<file path="config.mk">
export PLATFORM = sky130hd
export DESIGN_NAME = sha_msg_schedule
export DESIGN_NICKNAME = d
export VERILOG_FILES = /design/src/rtl/sha2_pkg.sv /design/src/rtl/sha_sigma.sv /design/src/rtl/sha_msg_schedule.sv
export SDC_FILE = /design/constraint.sdc
export NUM_CORES = 1
export LEC_CHECK = 0
export CAP_MARGIN = 20
export CORE_ASPECT_RATIO = 1.1
export CORE_MARGIN = 4
export CORE_UTILIZATION = 62
export DETAILED_ROUTE_END_ITERATION = 12
export MAX_ROUTING_LAYER = met4
export PLACE_DENSITY = 0.8
export SLEW_MARGIN = 10
export SYNTH_ARGS = -nofsm -noshare
export SYNTH_HDL_FRONTEND = slang
export SYNTH_SLANG_ARGS = --single-unit
</file>
<file path="constraint.sdc">
create_clock -name clk -period 4.8 [get_ports clk]
set_clock_uncertainty 0.1 [all_clocks]
set_input_delay 0.96 -clock clk [delete_from_list [all_inputs] [get_ports clk]]
set_output_delay 0.96 -clock clk [all_outputs]
set_load 0.01 [all_outputs]
</file>
<file path="src/rtl/sha2_pkg.sv">
// Shared SHA-2 definitions: small-sigma rotate/shift amounts, sigma functions
// and the message-schedule state encoding.
package sha2_pkg;

    typedef enum logic {
        LOAD = 1'b0,
        GEN  = 1'b1
    } state_t;

    // Two rotate amounts and one logical right shift for each small sigma
    typedef struct packed {
        int unsigned rot_a;
        int unsigned rot_b;
        int unsigned shr;
    } sig_amt_t;

    localparam sig_amt_t SIG32_0 = '{rot_a: 7,  rot_b: 18, shr: 3};
    localparam sig_amt_t SIG32_1 = '{rot_a: 17, rot_b: 19, shr: 10};
    localparam sig_amt_t SIG64_0 = '{rot_a: 1,  rot_b: 8,  shr: 7};
    localparam sig_amt_t SIG64_1 = '{rot_a: 19, rot_b: 61, shr: 6};

    function automatic sig_amt_t sig_amt(input int word_w, input int sel);
        if (word_w == 64) begin
            return (sel != 0) ? SIG64_1 : SIG64_0;
        end
        return (sel != 0) ? SIG32_1 : SIG32_0;
    endfunction

    function automatic logic [31:0] rotr32(input logic [31:0] x, input int unsigned n);
        return (x >> n) | (x << (32 - n));
    endfunction

    function automatic logic [63:0] rotr64(input logic [63:0] x, input int unsigned n);
        return (x >> n) | (x << (64 - n));
    endfunction

    function automatic logic [31:0] sigma32(input logic [31:0] x, input int sel);
        sig_amt_t a;
        a = sig_amt(32, sel);
        return rotr32(x, a.rot_a) ^ rotr32(x, a.rot_b) ^ (x >> a.shr);
    endfunction

    function automatic logic [63:0] sigma64(input logic [63:0] x, input int sel);
        sig_amt_t a;
        a = sig_amt(64, sel);
        return rotr64(x, a.rot_a) ^ rotr64(x, a.rot_b) ^ (x >> a.shr);
    endfunction

    function automatic logic [31:0] sigma0_32(input logic [31:0] x);
        return sigma32(x, 0);
    endfunction

    function automatic logic [31:0] sigma1_32(input logic [31:0] x);
        return sigma32(x, 1);
    endfunction

    function automatic logic [63:0] sigma0_64(input logic [63:0] x);
        return sigma64(x, 0);
    endfunction

    function automatic logic [63:0] sigma1_64(input logic [63:0] x);
        return sigma64(x, 1);
    endfunction

endpackage

</file>
<file path="src/rtl/sha_sigma.sv">
// Combinational SHA-2 small sigma: SEL=0 gives sigma0, SEL=1 gives sigma1,
// for 32-bit (SHA-256) or 64-bit (SHA-512) words.
module sha_sigma
    import sha2_pkg::*;
#(
    parameter int WORD_W = 32,
    parameter int SEL    = 0
) (
    input  logic [WORD_W-1:0] x,
    output logic [WORD_W-1:0] y
);

    generate
        if (WORD_W == 64) begin : g_w64
            assign y = (SEL != 0) ? sigma1_64(x) : sigma0_64(x);
        end else begin : g_w32
            assign y = (SEL != 0) ? sigma1_32(x) : sigma0_32(x);
        end
    endgenerate

endmodule

</file>
<file path="src/rtl/sha_msg_schedule.sv">
// SHA-2 message schedule: loads a 16-word block, then streams W[0..ROUNDS-1]
// from a sliding 16-word window with valid/ready on both sides.
module sha_msg_schedule
    import sha2_pkg::*;
#(
    parameter int WORD_W = 32,
    parameter int ROUNDS = 64,
    parameter int IDX_W  = 7
) (
    input  logic              clk,
    input  logic              rst,
    input  logic              in_valid,
    output logic              in_ready,
    input  logic [WORD_W-1:0] in_word,
    output logic              out_valid,
    input  logic              out_ready,
    output logic [WORD_W-1:0] out_word,
    output logic [IDX_W-1:0]  out_idx,
    output logic              done
);

    localparam int               WIN      = 16;
    localparam logic [IDX_W-1:0] LAST_IDX = IDX_W'(ROUNDS - 1);

    generate
        if (!((WORD_W == 32 && ROUNDS == 64) || (WORD_W == 64 && ROUNDS == 80))
            || (IDX_W < $clog2(ROUNDS))) begin : g_bad_params
            $error("sha_msg_schedule: illegal WORD_W/ROUNDS/IDX_W combination");
        end
    endgenerate

    state_t            state;
    state_t            state_nxt;
    logic [3:0]        cnt;
    logic [IDX_W-1:0]  t;
    logic [WORD_W-1:0] win [WIN];
    logic [WORD_W-1:0] s0;
    logic [WORD_W-1:0] s1;
    logic [WORD_W-1:0] w_new;
    logic              in_fire;
    logic              out_fire;
    logic              load_last;
    logic              gen_last;

    sha_sigma #(.WORD_W(WORD_W), .SEL(0)) u_sigma0 (.x(win[1]),  .y(s0));
    sha_sigma #(.WORD_W(WORD_W), .SEL(1)) u_sigma1 (.x(win[14]), .y(s1));

    // Window slot 0 is W[t]; the new slot 15 is W[t+16], carries dropped
    assign w_new = s1 + win[9] + s0 + win[0];

    assign in_ready  = (state == LOAD);
    assign out_valid = (state == GEN);
    assign out_word  = win[0];
    assign out_idx   = t;

    assign in_fire   = in_valid && in_ready;
    assign out_fire  = out_valid && out_ready;
    assign load_last = in_fire && (cnt == 4'd15);
    assign gen_last  = out_fire && (t == LAST_IDX);

    always_comb begin
        // NOTE: default first so every path assigns state_nxt and no latch is inferred.
        state_nxt = state;
        case (state)
            LOAD:    if (load_last) state_nxt = GEN;
            GEN:     if (gen_last)  state_nxt = LOAD;
            default: state_nxt = LOAD;
        endcase
    end

    // NOTE: non-blocking assignments so every register samples pre-edge values.
    always_ff @(posedge clk) begin
        if (!rst) begin
            state <= LOAD;
            cnt   <= '0;
            t     <= '0;
            done  <= 1'b0;
        end else begin
            state <= state_nxt;
            done  <= gen_last;
            if (in_fire) begin
                cnt <= cnt + 4'd1;
            end
            if (gen_last) begin
                t <= '0;
            end else if (out_fire) begin
                t <= t + IDX_W'(1);
            end
        end
    end

    // NOTE: the window is cleared on reset so out_word reads 0 straight out of reset.
    always_ff @(posedge clk) begin
        if (!rst) begin
            for (int i = 0; i < WIN; i++) begin
                win[i] <= '0;
            end
        end else if (in_fire) begin
            win[cnt] <= in_word;
        end else if (out_fire) begin
            for (int i = 0; i < WIN - 1; i++) begin
                win[i] <= win[i+1];
            end
            win[WIN-1] <= w_new;
        end
    end

endmodule

</file>
# After elaboration in Yosys (flattened, before gate mapping)
# Memory sizes are Yosys's and may differ from the RTL's.
# Index checks and enable logic that the tools add are counted.
dict set report op_classes {
  addsub 5
  n_bitwise 26
  n_reduce_logical 6
  eq_ne 2
  n_mux 30
}
# op n
set ops {}
lappend ops {{two-way mux 32 bit} 17}
lappend ops {{adder 32 bit} 3}
lappend ops {{XOR 32 bit} 2}
lappend ops {{OR 13 x 32 -> 32 bit} 1}
lappend ops {{OR 14 x 32 -> 32 bit} 1}
lappend ops {{OR 15 x 32 -> 32 bit} 1}
lappend ops {{OR 25 x 32 -> 32 bit} 1}
lappend ops {{OR reduction 32 bit} 1}
lappend ops {{XOR 32 x 22 -> 32 bit} 1}
lappend ops {{XOR 32 x 29 -> 32 bit} 1}
lappend ops {{OR 1 bit} 16}
lappend ops {{two-way mux 1 bit} 11}
lappend ops {{adder 7 x 1 -> 7 bit (second input constant)} 1}
lappend ops {{== test 7 x 6 -> 1 bit (second input constant)} 1}
lappend ops {{adder 4 x 1 -> 4 bit (second input constant)} 1}
lappend ops {{== test 4 bit (second input constant)} 1}
lappend ops {{logical AND 1 bit} 4}
lappend ops {{two-way mux 4 bit} 1}
lappend ops {{NOT 1 bit} 2}
lappend ops {{one-hot mux 1 bit (2 select lines)} 1}
lappend ops {{OR reduction 2 bit} 1}
dict set report word_totals {
  output_inout_bits 42
  memories 1
  elab_cells 74
  in_bits 36
  register_bits 13
  mem_bits_rw 512
}
# memory words width rd rd_ports_with_merged_regs write_ports line
set memory_table {}
lappend memory_table {win 16 32 16 0 16 sha_msg_schedule.sv:36} ;# logic [WORD_W-1:0] win [WIN];

# Longest topological paths before layout
dict set report logic_depth {
  word_depth 7
  depth_mapped 17
  depth_no_buf 17
}

# Modules after synthesis
# A second synthesis with hierarchy kept.
dict set report unflattened {
  hier_cells 2202
  area_unflattened_um2 26847.0
}
# module instances seq_area_each_um2 cells_each area_each_um2
set modules_own_cells {}
lappend modules_own_cells {sha_msg_schedule 1 15635.0 2138 25509.5}
lappend modules_own_cells {{sha_sigma at u_sigma0} 1 0.0 32 726.9}
lappend modules_own_cells {{sha_sigma at u_sigma1} 1 0.0 32 610.6}

# Worst setup path before layout
# OpenSTA, ideal clock, no wires.
dict set report synth_path {
  path_type {in2reg}
  from {input port in_valid}
  to {memory win[4][0], enable pin}
  t_required_ns 4.234
  setup_ns 0.466
  stages 4
  arrival_ns 3.886
  slack_ns 0.348
  n_path_buf 1
  path_cell_list {nor2b_1 > clkbuf_1 > nand3_1 > o21ai_0}
}
# element line
set synth_lines {}
lappend synth_lines {{start: declaration} sha_msg_schedule.sv:12} ;# input logic in_valid,
lappend synth_lines {{end: declaration} sha_msg_schedule.sv:36}

==> parameters.txt <==
Parameter                              Value

Logic synthesis
  Synthesized net count ... 2380
  Synth unique cells ... 52
  Number of enable-type register cells in the synthesized netlist ... 512
  Commonest register cell after synthesis ... sky130_fd_sc_hd__edfxtp_1
  Synth warn ... 0
  Cell area after synthesis ... 0.0265 sq mm
  Fraction of registers with async set or reset after synthesis ... 0
  Part of the Yosys area used for sequential elements ... 0.590
  Average cell area after synthesis ... 11.8 sq um
  Seq cells post-synth ... 525
  Mapped Cells ... 2246

Clock network
  Clk Latency, worst-skew pair ... 0.62 ns
  Number of sinks driven by the clock tree ... 525
  Total of hold buffers inserted after clock tree synthesis ... 0
  Worst-case clock buffer depth ... 3
  Clock buffer count from CTS ... 53
  Clock transition at path regs ... 0.06 ns
  Count of H-tree levels built during CTS ... 2
  Buffer type at the clock tree root ... sky130_fd_sc_hd__clkbuf_16
  TritonCTS clock tree ... done

Floorplan
  Die Span X ... 205 um
  Effective utilization at floorplan ... 0.627
  Count of pins on the block boundary ... 78
  Placeable core region ... 0.0423 sq mm
  Die height ... 225 um
  FP Rows ... 79
  Die Footprint ... 0.0461 sq mm

Critical path
  Element type at the critical path start ... flop
  Required time of the worst setup path ... 5.04 ns
  Worst setup path start ... win[1][18]
  FF-to-FF setup slack ... 0.12 ns
  Number of cells on the worst reg-to-reg path ... 16
  Maximum fanout count along the critical path ... 7
  Arr. time, crit path ... 4.92 ns
  Worst setup endpoint ... win[15][26]
  Type of the worst setup path ... flop to flop
  Reg-to-reg critical path endpoint ... win[15][26]
  Sort of element at the end of the critical path ... flop
  Startpoint of the lowest-slack register-to-register path ... win[1][18]

Pwr
  Sw frac ... 0.352
  Power share of the clock group ... 0.265
  Max rail drop VDD ... 395 uV
  Net switching power ... 0.00575 W
  Proportion of power drawn by combinational gates ... 0.377
  Internal power summed over all cells ... 0.0106 W
  Sequential share of power ... 0.359
  Power Dens Cells ... 542 mW/mm^2
  Pleak ... 11.3 nW

Place
  Total instance count after detailed placement ... 2788
  Total half-perimeter wirelength after legalization and detailed placement ... 56.4 mm
  Quantity of I/O buffers inserted on ports ... 77
  Pre-CTS WS ... 0.0493 ns
  Placer's final routability congestion estimate ... 0.987

Route
  Count of nets left with antenna violations after detail routing ... 0
  Number of DRC violations after detailed routing ... 0
  Router iterations before antenna repair ... 8
  Starting DRC count in detailed routing ... 2312
  Post-DR vias/cell ... 6.52
  Overall routed net length ... 81.5 mm
  Wire length per cell ... 28.2 um
  Via Count ... 18900

Timing
  Count of endpoints failing setup in the final report ... 0
  Post-layout worst setup margin ... 0.120 ns
  Final worst path period need ... 4.68 ns
  Number of slew-limit violations in the final report ... 0
  Measured slew at the worst slew-check pin ... 1.20 ns
  Number of hold violations in the final report ... 0
  Period utilization ... 0.975
  Worst slew margin relative to its limit ... 0.197
  Maximum clock frequency ... 0.214 GHz

Job
  Number of maximum-capacitance violations ... 0

Layout
  Most common cell after layout, fill and taps aside ... sky130_fd_sc_hd__edfxtp_1
  Area taken by flip-flops and latches ... 0.0156 sq mm
  Area Overhead vs Synth ... 13.6%
  Post-layout nets ... 2415
  Area of combinational cells with multiple inputs ... 0.00979 sq mm
  Post-layout instance count excluding filler cells ... 2892
  Most used cells in the layout excluding fill and tap cells ... 512 x sky130_fd_sc_hd__edfxtp_1, 377 x sky130_fd_sc_hd__nand2_1, 322 x sky130_fd_sc_hd__a22o_1
  Share of cells above drive strength 1 ... 0.0964
  Number of filler cells placed in the layout ... 2961

Global routing
  Vias in the first global route ... 18200
  Overflow left after global routing ... 0
  Number of antenna violations at the first check in global routing ... 3
  Global-route wire length before repair ... 120 mm
  GRT Total Usage ... 0.365
  Largest net degree at the start of global routing ... 97

Hold path
  Worst hold-check path type ... flop to flop

Outcome
  Run status ... finished clean
[stage by stage]
| stage | hold slack [ns] | utilization | setup TNS, ns | total power [W] | instance area, sq um |
|---|---|---|---|---|---|
| floorplan | 0.396 | - | 0 | 0.00994 | 26500 |
| global placement | 0.351 | 0.667 | 0 | 0.0118 | 28200 |
| detailed placement | 0.357 | 0.667 | 0 | 0.0119 | 28200 |
| CTS | 0.360 | 0.709 | 0 | 0.0162 | 30000 |
| global route | 0.369 | 0.712 | -0.0760 | 0.0172 | 30100 |
| finish | 0.361 | 0.712 | 0 | 0.0163 | 30100 |
[layout make-up]
| class | count | area share |
|---|---|---|
| flip-flops and latches | 525 | 0.519 |
| diodes | 2 | 0.000166 |
| clock buffers | 65 | 0.0455 |
| clock inverters | 32 | 0.0136 |
| multi-input cells | 1371 | 0.325 |
| repair buffers | 179 | 0.0544 |
| inverters | 151 | 0.0188 |
| well taps | 567 | 0.0235 |
[registers in the layout (all words and copies together) (netlist names)]
signal / count
out_idx: 7
done: 1
cnt: 4
out_valid: 1
win: 512
[logic make-up after synthesis]
kind of cell	after synthesis	share of synthesized area
mux	1	0.000378
compound gates	628	0.172
buf+inv	350	0.0499
flops	525	0.590
xor+xnor	150	0.0496
fa+ha+maj	98	0.0638
simple gates	494	0.0751
[power by group through the flow]
stage | clock, W | sequential [W] | combinational [W]
finish | 0.00432 | 0.00586 | 0.00615
global route | 0.00456 | 0.00588 | 0.00673
CTS | 0.00435 | 0.00585 | 0.00598
detailed placement | 0 | 0.00594 | 0.00595
global placement | 0 | 0.00593 | 0.00591
floorplan | 0 | 0.00585 | 0.00409
[worst max-delay path, stage by stage, from the launching register on]
cell	delay (ns)
sky130_fd_sc_hd__edfxtp_1	0.41
sky130_fd_sc_hd__buf_4	0.17
sky130_fd_sc_hd__xnor2_1	0.13
sky130_fd_sc_hd__xnor2_1	0.18
sky130_fd_sc_hd__fa_1	0.51
sky130_fd_sc_hd__inv_1	0.05
sky130_fd_sc_hd__fa_1	0.47
sky130_fd_sc_hd__inv_1	0.04
sky130_fd_sc_hd__ha_1	0.41
sky130_fd_sc_hd__a21oi_4	0.18
sky130_fd_sc_hd__nor2_1	0.06
sky130_fd_sc_hd__o21a_1	0.18
sky130_fd_sc_hd__o41ai_1	0.65
sky130_fd_sc_hd__nand2_1	0.27
sky130_fd_sc_hd__a41oi_1	0.33
sky130_fd_sc_hd__xor2_1	0.18
sky130_fd_sc_hd__o31ai_1	0.08
[worst min path at each step]
stage               start   end  slack (ns)  cells after the start
2_1_floorplan  out_idx[6]  done        0.40                      1
3_3_place_gp   out_idx[6]  done        0.35                      1
3_5_place_dp   out_idx[6]  done        0.36                      1
4_1_cts        out_idx[6]  done        0.36                      1
5_1_grt        out_idx[6]  done        0.37                      1
6_report       out_idx[6]  done        0.36                      1
[metal layers]
layer,vias to the layer above,global-route usage,wire length [um]
li1,8142,-,-
met1,9353,0.482,30700
met2,1142,0.568,38900
met3,225,0.0584,7600
met4,0,0.159,4390
met5,-,-,0
[cell usage after synthesis (all sizes together), types with 3 or more instances]
cell    number  area [sq um]
or3          3          18.8
inv        150           563
o211ai       4          30.0
fa          62          1240
nand2      378          1420
dfxtp       13           260
nand2b      10          62.6
ha          36           450
a31oi        7          43.8
nand3       18          90.1
and3         5          32.5
a22o       322          2820
o21bai       3          22.5
or2          3          18.8
o21a         3          22.5
o41ai        3          26.3
nand4        6          37.5
o31ai        7          52.6
edfxtp     512         15400
xor2        25           219
nor3        10          50.1
a21o        18           136
xnor2      125          1090
buf         37           148
o21ai      207          1040
nor2b        5          31.3
a211oi       5          37.5
clkbuf     162           608
a32o         3          30.0
nor2        50           188
a21oi       34           181
[what timing repair did]
| item | in CTS | in global routing |
|---|---|---|
| gates resized for setup | 0 | 9 |
| setup buffers | 0 | 2 |
| setup endpoints to repair | 0 | 5 |
No activity file was read; power rests on OpenSTA's default activity.
